===== src/rtl/ov5640_dvp_capture.sv =====
// OV5640 DVP capture: waits for sensor config, skips settling frames, then packs
// byte pairs into RGB565 pixels with coordinates, frame-start and geometry checks.
module ov5640_dvp_capture #(
  parameter int unsigned IMAGE_WIDTH  = 1280,
  parameter int unsigned IMAGE_HEIGHT = 720,
  parameter int unsigned SKIP_FRAMES  = 10
) (
  input  logic        clk_i,
  input  logic        rst_n,
  input  logic        cfg_done,
  input  logic        cmos_vsync,
  input  logic        cmos_href,
  input  logic [7:0]  cmos_data,
  output logic [15:0] pix_data,
  output logic        pix_de,
  output logic        pix_vs,
  output logic [11:0] pix_x,
  output logic [11:0] pix_y,
  output logic        size_err,
  output logic        capture_on
);

  localparam int unsigned CW  = 12;
  localparam int unsigned SW  = 8;
  localparam int unsigned SKW = SW + 1;
  localparam logic [CW-1:0] WIDTH_C  = CW'(IMAGE_WIDTH);
  localparam logic [CW-1:0] HEIGHT_C = CW'(IMAGE_HEIGHT);
  localparam logic [CW-1:0] CNT_MAX  = '1;

  typedef enum logic [1:0] {
    WAIT_CFG = 2'd0,
    SKIP     = 2'd1,
    ACTIVE   = 2'd2
  } state_e;

  state_e state_q, state_d;

  logic          vs_q, vs_prev_q, href_q, href_prev_q;
  logic [7:0]    data_q;
  logic [SW-1:0] skip_cnt_q, skip_cnt_d;
  logic [CW-1:0] x_cnt_q, x_cnt_d, y_cnt_q, y_cnt_d;
  logic          phase_q, phase_d;
  logic [7:0]    hi_q, hi_d;
  logic          line_err_q, line_err_d;
  logic [15:0]   pix_data_q, pix_data_d;
  logic [CW-1:0] pix_x_q, pix_x_d, pix_y_q, pix_y_d;
  logic          pix_de_q, pix_de_d, pix_vs_q, pix_vs_d;
  logic          size_err_q, size_err_d, capture_on_q, capture_on_d;

  logic vs_rise, href_fall, skip_last, frame_start;

  assign vs_rise     = vs_q & ~vs_prev_q;
  assign href_fall   = href_prev_q & ~href_q;
  assign skip_last   = (SKW'(skip_cnt_q) + SKW'(1)) >= SKW'(SKIP_FRAMES);
  assign frame_start = vs_rise && ((state_q == ACTIVE) || ((state_q == SKIP) && skip_last));

  // Single input register stage plus edge-detect history
  always_ff @(posedge clk_i or negedge rst_n) begin
    if (!rst_n) begin
      vs_q        <= 1'b0;
      vs_prev_q   <= 1'b0;
      href_q      <= 1'b0;
      href_prev_q <= 1'b0;
      data_q      <= '0;
    end else begin
      vs_q        <= cmos_vsync;
      vs_prev_q   <= vs_q;
      href_q      <= cmos_href;
      href_prev_q <= href_q;
      data_q      <= cmos_data;
    end
  end

  always_ff @(posedge clk_i or negedge rst_n) begin
    if (!rst_n) state_q <= WAIT_CFG;
    else        state_q <= state_d;
  end

  always_comb begin
    state_d = state_q;
    if (!cfg_done) begin
      state_d = WAIT_CFG;
    end else begin
      case (state_q)
        WAIT_CFG: state_d = SKIP;
        SKIP:     if (vs_rise && skip_last) state_d = ACTIVE;
        ACTIVE:   state_d = ACTIVE;
        default:  state_d = WAIT_CFG;
      endcase
    end
  end

  // Frame clear outranks end-of-line and packing; cfg loss outranks everything
  always_comb begin
    skip_cnt_d   = skip_cnt_q;
    x_cnt_d      = x_cnt_q;
    y_cnt_d      = y_cnt_q;
    phase_d      = phase_q;
    hi_d         = hi_q;
    line_err_d   = line_err_q;
    pix_data_d   = pix_data_q;
    pix_x_d      = pix_x_q;
    pix_y_d      = pix_y_q;
    pix_de_d     = 1'b0;
    pix_vs_d     = 1'b0;
    size_err_d   = 1'b0;
    capture_on_d = (state_d == ACTIVE);

    if (!cfg_done) begin
      skip_cnt_d = '0;
      phase_d    = 1'b0;
    end else if (state_q == WAIT_CFG) begin
      skip_cnt_d = '0;
    end else if (frame_start) begin
      if (state_q == SKIP) skip_cnt_d = skip_cnt_q + SW'(1);
      pix_vs_d   = 1'b1;
      size_err_d = (state_q == ACTIVE) && ((y_cnt_q != HEIGHT_C) || line_err_q);
      line_err_d = 1'b0;
      x_cnt_d    = '0;
      y_cnt_d    = '0;
      phase_d    = 1'b0;
    end else if (state_q == SKIP) begin
      if (vs_rise) skip_cnt_d = skip_cnt_q + SW'(1);
    end else if (href_fall) begin
      if (phase_q || (x_cnt_q != WIDTH_C)) line_err_d = 1'b1;
      x_cnt_d = '0;
      y_cnt_d = (y_cnt_q == CNT_MAX) ? y_cnt_q : y_cnt_q + CW'(1);
      phase_d = 1'b0;
    end else if (href_q) begin
      if (!phase_q) begin
        hi_d    = data_q;
        phase_d = 1'b1;
      end else begin
        phase_d = 1'b0;
        if ((x_cnt_q < WIDTH_C) && (y_cnt_q < HEIGHT_C)) begin
          pix_data_d = {hi_q, data_q};
          pix_x_d    = x_cnt_q;
          pix_y_d    = y_cnt_q;
          pix_de_d   = 1'b1;
          x_cnt_d    = x_cnt_q + CW'(1);
        end else begin
          line_err_d = 1'b1;
        end
      end
    end
  end

  always_ff @(posedge clk_i or negedge rst_n) begin
    if (!rst_n) begin
      skip_cnt_q   <= '0;
      x_cnt_q      <= '0;
      y_cnt_q      <= '0;
      phase_q      <= 1'b0;
      hi_q         <= '0;
      line_err_q   <= 1'b0;
      pix_data_q   <= '0;
      pix_x_q      <= '0;
      pix_y_q      <= '0;
      pix_de_q     <= 1'b0;
      pix_vs_q     <= 1'b0;
      size_err_q   <= 1'b0;
      capture_on_q <= 1'b0;
    end else begin
      skip_cnt_q   <= skip_cnt_d;
      x_cnt_q      <= x_cnt_d;
      y_cnt_q      <= y_cnt_d;
      phase_q      <= phase_d;
      hi_q         <= hi_d;
      line_err_q   <= line_err_d;
      pix_data_q   <= pix_data_d;
      pix_x_q      <= pix_x_d;
      pix_y_q      <= pix_y_d;
      pix_de_q     <= pix_de_d;
      pix_vs_q     <= pix_vs_d;
      size_err_q   <= size_err_d;
      capture_on_q <= capture_on_d;
    end
  end

  assign pix_data   = pix_data_q;
  assign pix_de     = pix_de_q;
  assign pix_vs     = pix_vs_q;
  assign pix_x      = pix_x_q;
  assign pix_y      = pix_y_q;
  assign size_err   = size_err_q;
  assign capture_on = capture_on_q;

endmodule


===== config.mk =====
export PLATFORM = sky130hd
export DESIGN_NAME = ov5640_dvp_capture
export DESIGN_NICKNAME = d
export VERILOG_FILES = /design/src/rtl/ov5640_dvp_capture.sv
export SDC_FILE = /design/constraint.sdc
export NUM_CORES = 1
export LEC_CHECK = 0
export ABC_AREA = 1
export BUFFER_PORTS_ARGS = -buffer_cell sky130_fd_sc_hd__buf_4
export CAP_MARGIN = 20
export CORE_ASPECT_RATIO = 1.1
export CORE_UTILIZATION = 40
export DETAILED_ROUTE_END_ITERATION = 8
export PLACE_DENSITY = 0.61
export SETUP_SLACK_MARGIN = 0.15
export SYNTH_ARGS = -nofsm -noshare
export SYNTH_HDL_FRONTEND = slang
export SYNTH_SLANG_ARGS = --single-unit

===== constraint.sdc =====
create_clock -name clk_i -period 5.7 [get_ports clk_i]
set_input_delay 0.285 -clock clk_i [delete_from_list [all_inputs] [get_ports clk_i]]
set_output_delay 0.285 -clock clk_i [all_outputs]
set_load 0.03 [all_outputs]

==> flow_summary.json, run 1 <==
{
  "run_status": "finished clean",
  "drc": 0,
  "antenna_left": 0,
  "clockBufferDepth": 2,
  "antenna_cells": 0,
  "worst_hold_path.num_cells": 1,
  "timing.critical_path.required_ns": 5.97,
  "vias": 3516,
  "grt_start_max_net_pins": 65,
  "syn_to_final_growth_pct": 17.8,
  "final.fill_count": 1094,
  "die-height_um": 114,
  "maxClockFrequency_mhz": 350,
  "globalRouteTotalUtil_pct": 16.9,
  "cts.clk_slew.worst_paths_ns": 0.07,
  "yosysWarningCount": 0,
  "critical_path_class": "reg -> reg",
  "dp_hpwl_mm": 6.29,
  "clkLatencyLatePin_ns": 0.35,
  "cts_sinks": 100,
  "post_syn_nets": 530,
  "final_cell_mix": "sky130_fd_sc_hd__nand2_1 (152), sky130_fd_sc_hd__dfrtp_1 (100), sky130_fd_sc_hd__buf_4 (57), sky130_fd_sc_hd__inv_1 (54), sky130_fd_sc_hd__nand3_1 (32)",
  "r2r_slack_ns": 2.85,
  "crit_path_launch_type": "register",
  "overflow": 0,
  "leak_nw": 2.63,
  "place_ws_ns": 2.91,
  "critPathArrivalTime_ns": 3.12,
  "drt_first_iter_violations": 174,
  "max_cap_viol_count": 0,
  "ctsRootBufferMaster": "sky130_fd_sc_hd__clkbuf_16",
  "min_period_over_period_pct": 50.1,
  "use_met1_pct": 22.4,
  "grt_setup_unrepaired": "false",
  "worst_slew_pin_slew_ns": 0.752,
  "final-hold-violation-count": 0,
  "gp_congestion": 0.828,
  "power.density_cell_area_nw_per_um2": 257,
  "buffer_ports.inserted": 56,
  "worstSetupEndpointType": "register",
  "synth_seq_area_share_pct": 54.9,
  "worst_hold_path_type": "in -> reg",
  "drt-total-wl_mm": 9.17,
  "syn-instance-count": 511,
  "reg2regPathDepth": 13,
  "setup_viol_count_final": 0,
  "die_x_um": 104,
  "coreArea_um2": 11000,
  "tritoncts": "yes",
  "post-cts-setup-buffer-count": 0,
  "grt_first_pass_wirelength_mm": 15.9,
  "num_rows": 40,
  "cts-buffers-inserted": 9,
  "layout_commonest_cell": "sky130_fd_sc_hd__nand2_1",
  "critPathMaxFanout": 22,
  "synth_cell_type_count": 33,
  "synth.avg_cell_area_um2": 8.92,
  "fin_tns_setup_ns": 0,
  "global_route.peak_usage_layer": "met2",
  "top_level_ports": 57,
  "grt_pass1_vias": 3360,
  "antenna_violations_before_repair": 0,
  "nets": 585,
  "final_critical_path_setup_slack_ns": 2.85,
  "worst_ir_drop_vdd_mv": 0.148,
  "start_util_pct": 41.4,
  "groute.layer.met3.usage_pct": 2.80,
  "use_met2_pct": 27.0,
  "worst_slew_margin_rel_pct": 49.9,
  "post_synth_instance_area_um2": 4560,
  "fin_worst_skew_ns": 0.0117,
  "average_wire_per_standard_cell_um": 12.8,
  "die_area_um2": 11800,
  "final_layout_size_suffix_gt1_share_pct": 19.8,
  "slew_violations": 0,
  "period_minus_slack_ns": 2.85,
  "ctsHtreeMaxLevel": 3,
  "drt_first_pass_iters": 5,
  "postSynthRegisterBits": 100,
  "routed_via_density": 4.90
}
-- where the power goes --
| group | leakage [nW] | total (mW) | internal [mW] | switching, mW |
|---|---|---|---|---|
| registers | 1.34 | 0.717 | 0.714 | 0.00276 |
| logic | 1.14 | 0.0363 | 0.00997 | 0.0264 |
| clock network | 0.149 | 0.625 | 0.346 | 0.279 |
-- sequential cells by signal, indices dropped and copies added, names as in the netlist, 2 cells and up --
signal,flops
data_q,8
hi_q,8
pix_data,16
pix_x,12
pix_y,12
skip_cnt_q,8
state_q,2
x_cnt_q,12
y_cnt_q,12
-- through the flow --
| step | instance area, µm² | hold WS [ns] | instances | total power [mW] | utilization, % |
|---|---|---|---|---|---|
| 3_5_place_dp | 5060 | 0.308 | 701 | 0.768 | 45.9 |
| 4_1_cts | 5370 | 0.0262 | 718 | 1.40 | 48.8 |
| 6_report | 5370 | 0.0359 | 718 | 1.38 | 48.8 |
| 5_1_grt | 5370 | 0.0203 | 718 | 1.43 | 48.8 |
| 2_1_floorplan | 4560 | -0.0106 | 511 | 0.743 | - |
| 3_3_place_gp | 5060 | 0.312 | 701 | 0.768 | 45.9 |
-- synth_stat cells --
library cell	count	area [µm²]
sky130_fd_sc_hd__o211a_1	1	10.0
sky130_fd_sc_hd__xor2_1	5	43.8
sky130_fd_sc_hd__nor2_8	1	20.0
sky130_fd_sc_hd__nand4_1	8	50.1
sky130_fd_sc_hd__nor3_1	7	35.0
sky130_fd_sc_hd__nand2_2	2	12.5
sky130_fd_sc_hd__inv_2	2	7.51
sky130_fd_sc_hd__clkinv_2	1	5.00
sky130_fd_sc_hd__dfrtp_1	100	2500
sky130_fd_sc_hd__inv_4	1	6.26
sky130_fd_sc_hd__nand2_4	1	11.3
sky130_fd_sc_hd__clkbuf_1	1	3.75
sky130_fd_sc_hd__ha_1	6	75.1
sky130_fd_sc_hd__o211ai_1	1	7.51
sky130_fd_sc_hd__o21ai_0	20	100
sky130_fd_sc_hd__inv_1	54	203
sky130_fd_sc_hd__o21bai_1	1	7.51
sky130_fd_sc_hd__nor4_1	2	12.5
sky130_fd_sc_hd__nand2_1	152	571
sky130_fd_sc_hd__buf_6	6	67.6
sky130_fd_sc_hd__nand3b_1	5	37.5
sky130_fd_sc_hd__o22ai_1	2	12.5
sky130_fd_sc_hd__or2_2	4	25.0
sky130_fd_sc_hd__nor2_1	26	97.6
sky130_fd_sc_hd__o21ai_2	27	236
sky130_fd_sc_hd__buf_4	2	15.0
sky130_fd_sc_hd__a21oi_1	9	45.0
sky130_fd_sc_hd__clkinv_1	1	3.75
sky130_fd_sc_hd__nor4_4	1	21.3
sky130_fd_sc_hd__buf_2	5	25.0
sky130_fd_sc_hd__nor2_2	1	6.26
sky130_fd_sc_hd__o21ai_1	24	120
sky130_fd_sc_hd__nand3_1	32	160
-- logic make-up (layout without fill, tap and decap cells) --
family,Yosys count,after routing,synth area share (%)
AND/OR/NAND/NOR,242,242,23.3
AO/OA/AOI/OAI,85,85,11.8
XOR/XNOR,5,5,0.961
flip-flops,100,100,54.9
adder cells (fa/ha/maj),6,6,1.65
buffers and inverters,73,133,7.39
-- layer usage --
layer | up-vias | share of wire, %
met4 | 0 | 2.1
met1 | 1682 | 47
met5 | - | 0
li1 | 1766 | -
met3 | 13 | 2.9
met2 | 55 | 48
-- critical path, cell delays in order (launching register included) --
cell and delay, ns:
sky130_fd_sc_hd__dfrtp_1 0.45, sky130_fd_sc_hd__ha_1 0.23, sky130_fd_sc_hd__nand3_1 0.12, sky130_fd_sc_hd__o21bai_1 0.18, sky130_fd_sc_hd__nand2_1 0.10, sky130_fd_sc_hd__nor2_1 0.10, sky130_fd_sc_hd__nand3_1 0.10, sky130_fd_sc_hd__nand2_2 0.12
sky130_fd_sc_hd__nand2_2 0.10, sky130_fd_sc_hd__nor2_2 0.39, sky130_fd_sc_hd__nand2_1 0.15, sky130_fd_sc_hd__nand2_1 0.53, sky130_fd_sc_hd__nand2_1 0.10, sky130_fd_sc_hd__o21ai_1 0.11
-- layout make-up --
cell class	instances	area, µm²	share of cell area, %
Clock buffer	10	229	4.26
Clock inverter	6	72.6	1.35
Inverter	59	225	4.19
Multi-Input combinational cell	338	1720	32.0
Sequential cell	100	2500	46.6
Tap cell	147	184	3.43
Timing Repair Buffer	58	438	8.16
-- timing repair --
action                                 4_1_cts  5_1_grt
hold buffers                                 1        0
gates resized for setup                      0        0
endpoints found under the hold margin       44        0
-- worst paths after layout --
check,startpoint,to
max,skip_cnt_q[0],x_cnt_q[8]
min,cmos_vsync,vs_q
max reg2reg,skip_cnt_q[0],x_cnt_q[8]
min reg2reg,vs_q,vs_prev_q
min in group asynchronous,rst_n,pix_x[11]
max in group asynchronous,rst_n,pix_y[3]
No activity file was read; power rests on OpenSTA's default activity.
==> run 2, diff against run 1 <==
--- a/config.mk
+++ b/config.mk
@@ -11,7 +11,7 @@
 export CORE_ASPECT_RATIO = 1.1
 export CORE_UTILIZATION = 40
 export DETAILED_ROUTE_END_ITERATION = 8
-export PLACE_DENSITY = 0.61
+export PLACE_DENSITY = 0.63
 export SETUP_SLACK_MARGIN = 0.15
 export SYNTH_ARGS = -nofsm -noshare
 export SYNTH_HDL_FRONTEND = slang
==> constraint.sdc (replaced) <==
create_clock -name clk_i -period 2.6 [get_ports clk_i]
set_input_delay 0.13 -clock clk_i [delete_from_list [all_inputs] [get_ports clk_i]]
set_output_delay 0.13 -clock clk_i [all_outputs]
set_load 0.03 [all_outputs]
==> flow_summary.json, run 2 (same netlist as run 1, synthesis figures left out) <==
{
  "ctsHtreeMaxLevel": 3,
  "leak_nw": 2.73,
  "setup_viol_count_final": 0,
  "grt_pass1_vias": 3352,
  "die_x_um": 104,
  "grt_setup_unrepaired": "false",
  "tritoncts": "yes",
  "globalRouteTotalUtil_pct": 16.7,
  "drt-total-wl_mm": 9.23,
  "timing.critical_path.required_ns": 2.85,
  "start_util_pct": 41.4,
  "cp_cell_sequence": "inv_1, ha_1, inv_1, nor2_1, nand2_1, a21oi_1, nand3_1, nand2_2, nand2_2, inv_6, nand2_4, nor2_8, inv_4, buf_12, nand2_1, o21ai_2",
  "nets": 602,
  "switching_power_uw": 721,
  "dp_hpwl_mm": 6.52,
  "p_int_mw": 2.39,
  "clkLatencyLatePin_ns": 0.35,
  "die-height_um": 114,
  "post-cts-setup-buffer-count": 0,
  "stages_on_worst_setup_path": 16,
  "post-place-cells": 708,
  "maxClockFrequency_mhz": 454,
  "die_area_um2": 11800,
  "drt_first_iter_violations": 177,
  "max_cap_viol_count": 0,
  "path_buf_inv": 5,
  "cts-buffers-inserted": 9,
  "drc": 0,
  "dr.max_layer_used": "met4",
  "antenna_cells": 0,
  "worstSetupEndpointType": "register",
  "worst_ir_drop_vdd_mv": 0.280,
  "worst_slew_margin_rel_pct": 59.9,
  "period_minus_slack_ns": 2.20,
  "cts.clk_slew.worst_paths_ns": 0.08,
  "worst_slew_pin_slew_ns": 0.601,
  "power.share.sequential_pct": 50.6,
  "overflow": 0,
  "critPathMaxFanout": 36,
  "layout_commonest_cell": "sky130_fd_sc_hd__nand2_1",
  "final-hold-violation-count": 0,
  "power.density_cell_area_nw_per_um2": 556,
  "antenna_violations_before_repair": 0,
  "syn_to_final_growth_pct": 22.7,
  "met3_wirelength_um": 288,
  "final_cell_count_no_fill": 735,
  "largest_register_ff_count": 16,
  "buffer_ports.inserted": 56,
  "routed-wl-met2_mm": 4.36,
  "worst_hold_path.num_cells": 3,
  "gp_congestion": 0.822,
  "final_hold_slack_ns": 0.113,
  "fin_tns_setup_ns": 0,
  "drt_first_pass_iters": 4,
  "routed_via_density": 4.73,
  "grt_first_pass_wirelength_mm": 15.7,
  "num_rows": 40,
  "min_period_over_period_pct": 84.8,
  "final_layout_size_suffix_gt1_share_pct": 20.7,
  "coreArea_um2": 11000,
  "critPathArrivalTime_ns": 2.45,
  "detail_route.wirelength.met1_mm": 4.36,
  "reg2regPathDepth": 16,
  "crit_path_max_incr_delay_ns": 0.41,
  "worst_hold_path_type": "in -> reg",
  "run_status": "finished clean",
  "top_level_ports": 57,
  "final_cell_mix": "sky130_fd_sc_hd__nand2_1 (152), sky130_fd_sc_hd__dfrtp_1 (99), sky130_fd_sc_hd__buf_4 (61), sky130_fd_sc_hd__inv_1 (54), sky130_fd_sc_hd__nand3_1 (32)",
  "average_wire_per_standard_cell_um": 12.6,
  "fin_worst_skew_ns": 0.00970,
  "power.combinational.fraction_pct": 3.1,
  "worst_path_dominant_cell_family": "simple AND/OR/NAND/NOR gates",
  "slew_violations": 0,
  "power_switching_share_pct": 23.2,
  "clockBufferDepth": 2,
  "critical-path-slowest-cell": "sky130_fd_sc_hd__dfrtp_1",
  "critical_path_class": "reg -> reg",
  "clock_power_share_pct": 46.3,
  "grt_start_max_net_pins": 57,
  "ctsRootBufferMaster": "sky130_fd_sc_hd__clkbuf_16",
  "cts_sinks": 100,
  "crit_path_launch_type": "register",
  "vias": 3476,
  "antenna_left": 0,
  "power_mw": 3.11
}
run 2: per-stage QoR:
stage          area (µm²)  util, %  worst slack (ns)
2_1_floorplan        4560        -             0.641
3_3_place_gp         5150     46.8             0.396
3_5_place_dp         5150     46.8             0.324
4_1_cts              5590     50.7             0.303
5_1_grt              5590     50.8             0.152
6_report             5590     50.8             0.396
run 2: final timing paths:
| check | startpoint | end | slack [ns] |
|---|---|---|---|
| max in group asynchronous | rst_n | pix_x[11] | 1.59 |
| setup / recovery | skip_cnt_q[1] | pix_data[3] | 0.40 |
| setup reg to reg | skip_cnt_q[1] | pix_data[3] | 0.40 |
| hold reg to reg | vs_q | vs_prev_q | 0.39 |
| min in group asynchronous | rst_n | skip_cnt_q[4] | 0.32 |
| hold / removal | cfg_done | state_q[1] | 0.11 |
run 2: timing repair:
item | CTS | global route
setup endpoints to repair | 0 | 60
gates resized for setup | 0 | 3
hold buffers | 11 | 0
hold endpoints to repair | 54 | 0
run 2: final cells by class:
cell class / count / area, µm²
fillers: 1034 / 5420
flip-flops and latches: 100 / 2500
multi-input cells: 338 / 1720
repair buffers: 75 / 628
inverters: 59 / 229
clock buffers: 9 / 225
well taps: 147 / 184
clock inverters: 7 / 105
run 2: metal layers:
metal,vias to the layer above,global-route usage [%]
met3,14,3.54
met2,51,26.8
li1,1791,-
met5,-,0
met4,0,7.90
met1,1620,21.8
run 2: worst reg2reg max path: stages (launching register included):
cell and delay [ns]:
sky130_fd_sc_hd__dfrtp_1 0.41, sky130_fd_sc_hd__inv_1 0.08, sky130_fd_sc_hd__ha_1 0.29, sky130_fd_sc_hd__inv_1 0.04, sky130_fd_sc_hd__nor2_1 0.07, sky130_fd_sc_hd__nand2_1 0.06, sky130_fd_sc_hd__a21oi_1 0.14, sky130_fd_sc_hd__nand3_1 0.10
sky130_fd_sc_hd__nand2_2 0.12, sky130_fd_sc_hd__nand2_2 0.11, sky130_fd_sc_hd__inv_6 0.14, sky130_fd_sc_hd__nand2_4 0.08, sky130_fd_sc_hd__nor2_8 0.10, sky130_fd_sc_hd__inv_4 0.05, sky130_fd_sc_hd__buf_12 0.17, sky130_fd_sc_hd__nand2_1 0.10
sky130_fd_sc_hd__o21ai_2 0.05
run 2: power by group through the flow:
stage,clock network [mW],registers (mW),logic (mW)
3_5_place_dp,0,1.60,0.0862
5_1_grt,1.54,1.57,0.110
2_1_floorplan,0,1.60,0.0275
6_report,1.44,1.57,0.0967
4_1_cts,1.48,1.57,0.0996
3_3_place_gp,0,1.60,0.0848
==> run 3, diff against run 2 <==
--- a/config.mk
+++ b/config.mk
@@ -11,7 +11,7 @@
 export CORE_ASPECT_RATIO = 1.1
 export CORE_UTILIZATION = 40
 export DETAILED_ROUTE_END_ITERATION = 8
-export PLACE_DENSITY = 0.63
+export PLACE_DENSITY = 0.61
 export SETUP_SLACK_MARGIN = 0.15
 export SYNTH_ARGS = -nofsm -noshare
 export SYNTH_HDL_FRONTEND = slang
==> constraint.sdc (replaced) <==
create_clock -name clk_i -period 2.15 [get_ports clk_i]
set_input_delay 0.1075 -clock clk_i [delete_from_list [all_inputs] [get_ports clk_i]]
set_output_delay 0.1075 -clock clk_i [all_outputs]
set_load 0.03 [all_outputs]
==> flow_summary.json, run 3 (same netlist as run 1, synthesis figures left out) <==
{
  "largest_register_ff_count": 16,
  "die_x_um": 104,
  "min_period_over_period_pct": 104,
  "cts_sinks": 100,
  "fin_worst_skew_ns": 0.00579,
  "antenna_violations_before_repair": 0,
  "vias": 3768,
  "top_level_ports": 57,
  "critPathArrivalTime_ns": 2.50,
  "finalCoreUtilization_pct": 56.3,
  "critical_path_class": "reg -> reg",
  "grt_start_max_net_pins": 46,
  "slew_violations": 0,
  "worst_hold_path_type": "in -> reg",
  "average_wire_per_standard_cell_um": 14.3,
  "leak_nw": 3.02,
  "crit_path_launch_type": "register",
  "ctsHtreeMaxLevel": 3,
  "final_cell_count_no_fill": 766,
  "worstSetupEndpointType": "register",
  "nets": 634,
  "worst_ir_drop_vdd_mv": 0.375,
  "syn_to_final_growth_pct": 36.1,
  "overflow": 0,
  "worst_slew_margin_rel_pct": 56.6,
  "coreArea_um2": 11000,
  "setup_viol_count_final": 62,
  "antenna_cells": 0,
  "drt_first_iter_violations": 173,
  "start_util_pct": 41.4,
  "post_dp_cell_area_um2": 5240,
  "fin_tns_setup_ns": -3.22,
  "critPathMaxFanout": 6,
  "buffer_ports.inserted": 56,
  "clockBufferDepth": 2,
  "ctsRootBufferMaster": "sky130_fd_sc_hd__clkbuf_16",
  "layout_commonest_cell": "sky130_fd_sc_hd__nand2_1",
  "timing.critical_path.required_ns": 2.42,
  "post-place-cells": 715,
  "final.fill_count": 969,
  "num_rows": 40,
  "cts.clk_slew.worst_paths_ns": 0.07,
  "r2r_slack_ns": -0.08,
  "power.density_cell_area_nw_per_um2": 594,
  "final_critical_path_setup_slack_ns": -0.0809,
  "clkLatencyLatePin_ns": 0.34,
  "place_ws_ns": -0.0129,
  "final_cell_mix": "sky130_fd_sc_hd__nand2_1 (136), sky130_fd_sc_hd__dfrtp_1 (99), sky130_fd_sc_hd__buf_4 (80), sky130_fd_sc_hd__inv_1 (51), sky130_fd_sc_hd__o21ai_2 (33)",
  "grt_pass1_vias": 3832,
  "antenna_left": 0,
  "drc": 0,
  "final-hold-violation-count": 0,
  "drt_first_pass_iters": 4,
  "worst_slew_pin_slew_ns": 0.649,
  "period_minus_slack_ns": 2.23,
  "final_layout_size_suffix_gt1_share_pct": 31.2,
  "failing_checks": "setup timing",
  "final_hold_slack_ns": 0.147,
  "grt_first_pass_wirelength_mm": 17.9,
  "grt_setup_unrepaired": "true",
  "design_area_um2": 6200,
  "globalRouteTotalUtil_pct": 19.0,
  "drt-total-wl_mm": 11.0,
  "die_area_um2": 11800,
  "gp_congestion": 0.839,
  "maxClockFrequency_mhz": 448,
  "cts-buffers-inserted": 9,
  "power_mw": 3.69,
  "tritoncts": "yes",
  "max_cap_viol_count": 0,
  "run_status": "finished, violations left",
  "routed_via_density": 4.92,
  "dp_hpwl_mm": 6.71,
  "die-height_um": 114
}
-- run 3: final timing paths --
path | cells past startpoint | from | to
max reg2reg | 16 | skip_cnt_q[0] | x_cnt_q[0]
max | 16 | skip_cnt_q[0] | x_cnt_q[0]
min | 3 | cfg_done | skip_cnt_q[1]
min reg2reg | 0 | vs_q | vs_prev_q
min in group asynchronous | 2 | rst_n | pix_y[10]
max in group asynchronous | 3 | rst_n | x_cnt_q[0]
-- run 3: power by group --
part	total (mW)	switching, mW	internal (mW)	leakage (nW)
Clock	1.64	0.710	0.934	0.145
Combinational	0.139	0.0866	0.0525	1.53
Sequential	1.90	0.00758	1.89	1.34
-- run 3: cell type report --
class / instances / area [µm²] / area share (%)
sequential: 100 / 2500 / 40.4
multi-input combinational: 338 / 1920 / 31.0
timing repair buffer: 107 / 1050 / 17.0
clock buffer: 10 / 239 / 3.85
inverter: 59 / 239 / 3.85
tap: 147 / 184 / 2.97
clock inverter: 5 / 60.1 / 0.968
-- run 3: per-layer routing --
metal  vias up  global-route usage (%)  routed length, µm
met5         -                       0                  0
met4         0                    8.00                256
met3        23                    2.51                335
met2        77                    33.3               5710
met1      1815                    23.7               4680
li1       1853                       -                  -
-- run 3: repair_timing --
action | 4_1_cts | 5_1_grt
setup buffers | 14 | 4
hold endpoints to repair | 52 | 0
resized for setup | 34 | 36
endpoints found under the setup margin | 65 | 72
gates cloned | 5 | 2
hold buffers | 11 | 0
pin swaps | 12 | 8
-- run 3: critical path, stage by stage, from the launching register on --
cell and delay, ns:
sky130_fd_sc_hd__dfrtp_2 0.44, sky130_fd_sc_hd__buf_4 0.16, sky130_fd_sc_hd__ha_4 0.26, sky130_fd_sc_hd__inv_2 0.03, sky130_fd_sc_hd__nor2_1 0.10, sky130_fd_sc_hd__nand2_1 0.09
sky130_fd_sc_hd__a21oi_2 0.13, sky130_fd_sc_hd__nand3_1 0.10, sky130_fd_sc_hd__nand2_2 0.12, sky130_fd_sc_hd__buf_6 0.13, sky130_fd_sc_hd__nand3_4 0.07, sky130_fd_sc_hd__inv_4 0.08
sky130_fd_sc_hd__nor2_4 0.04, sky130_fd_sc_hd__nand2_4 0.14, sky130_fd_sc_hd__buf_12 0.15, sky130_fd_sc_hd__nand2_1 0.05, sky130_fd_sc_hd__o21ai_1 0.07
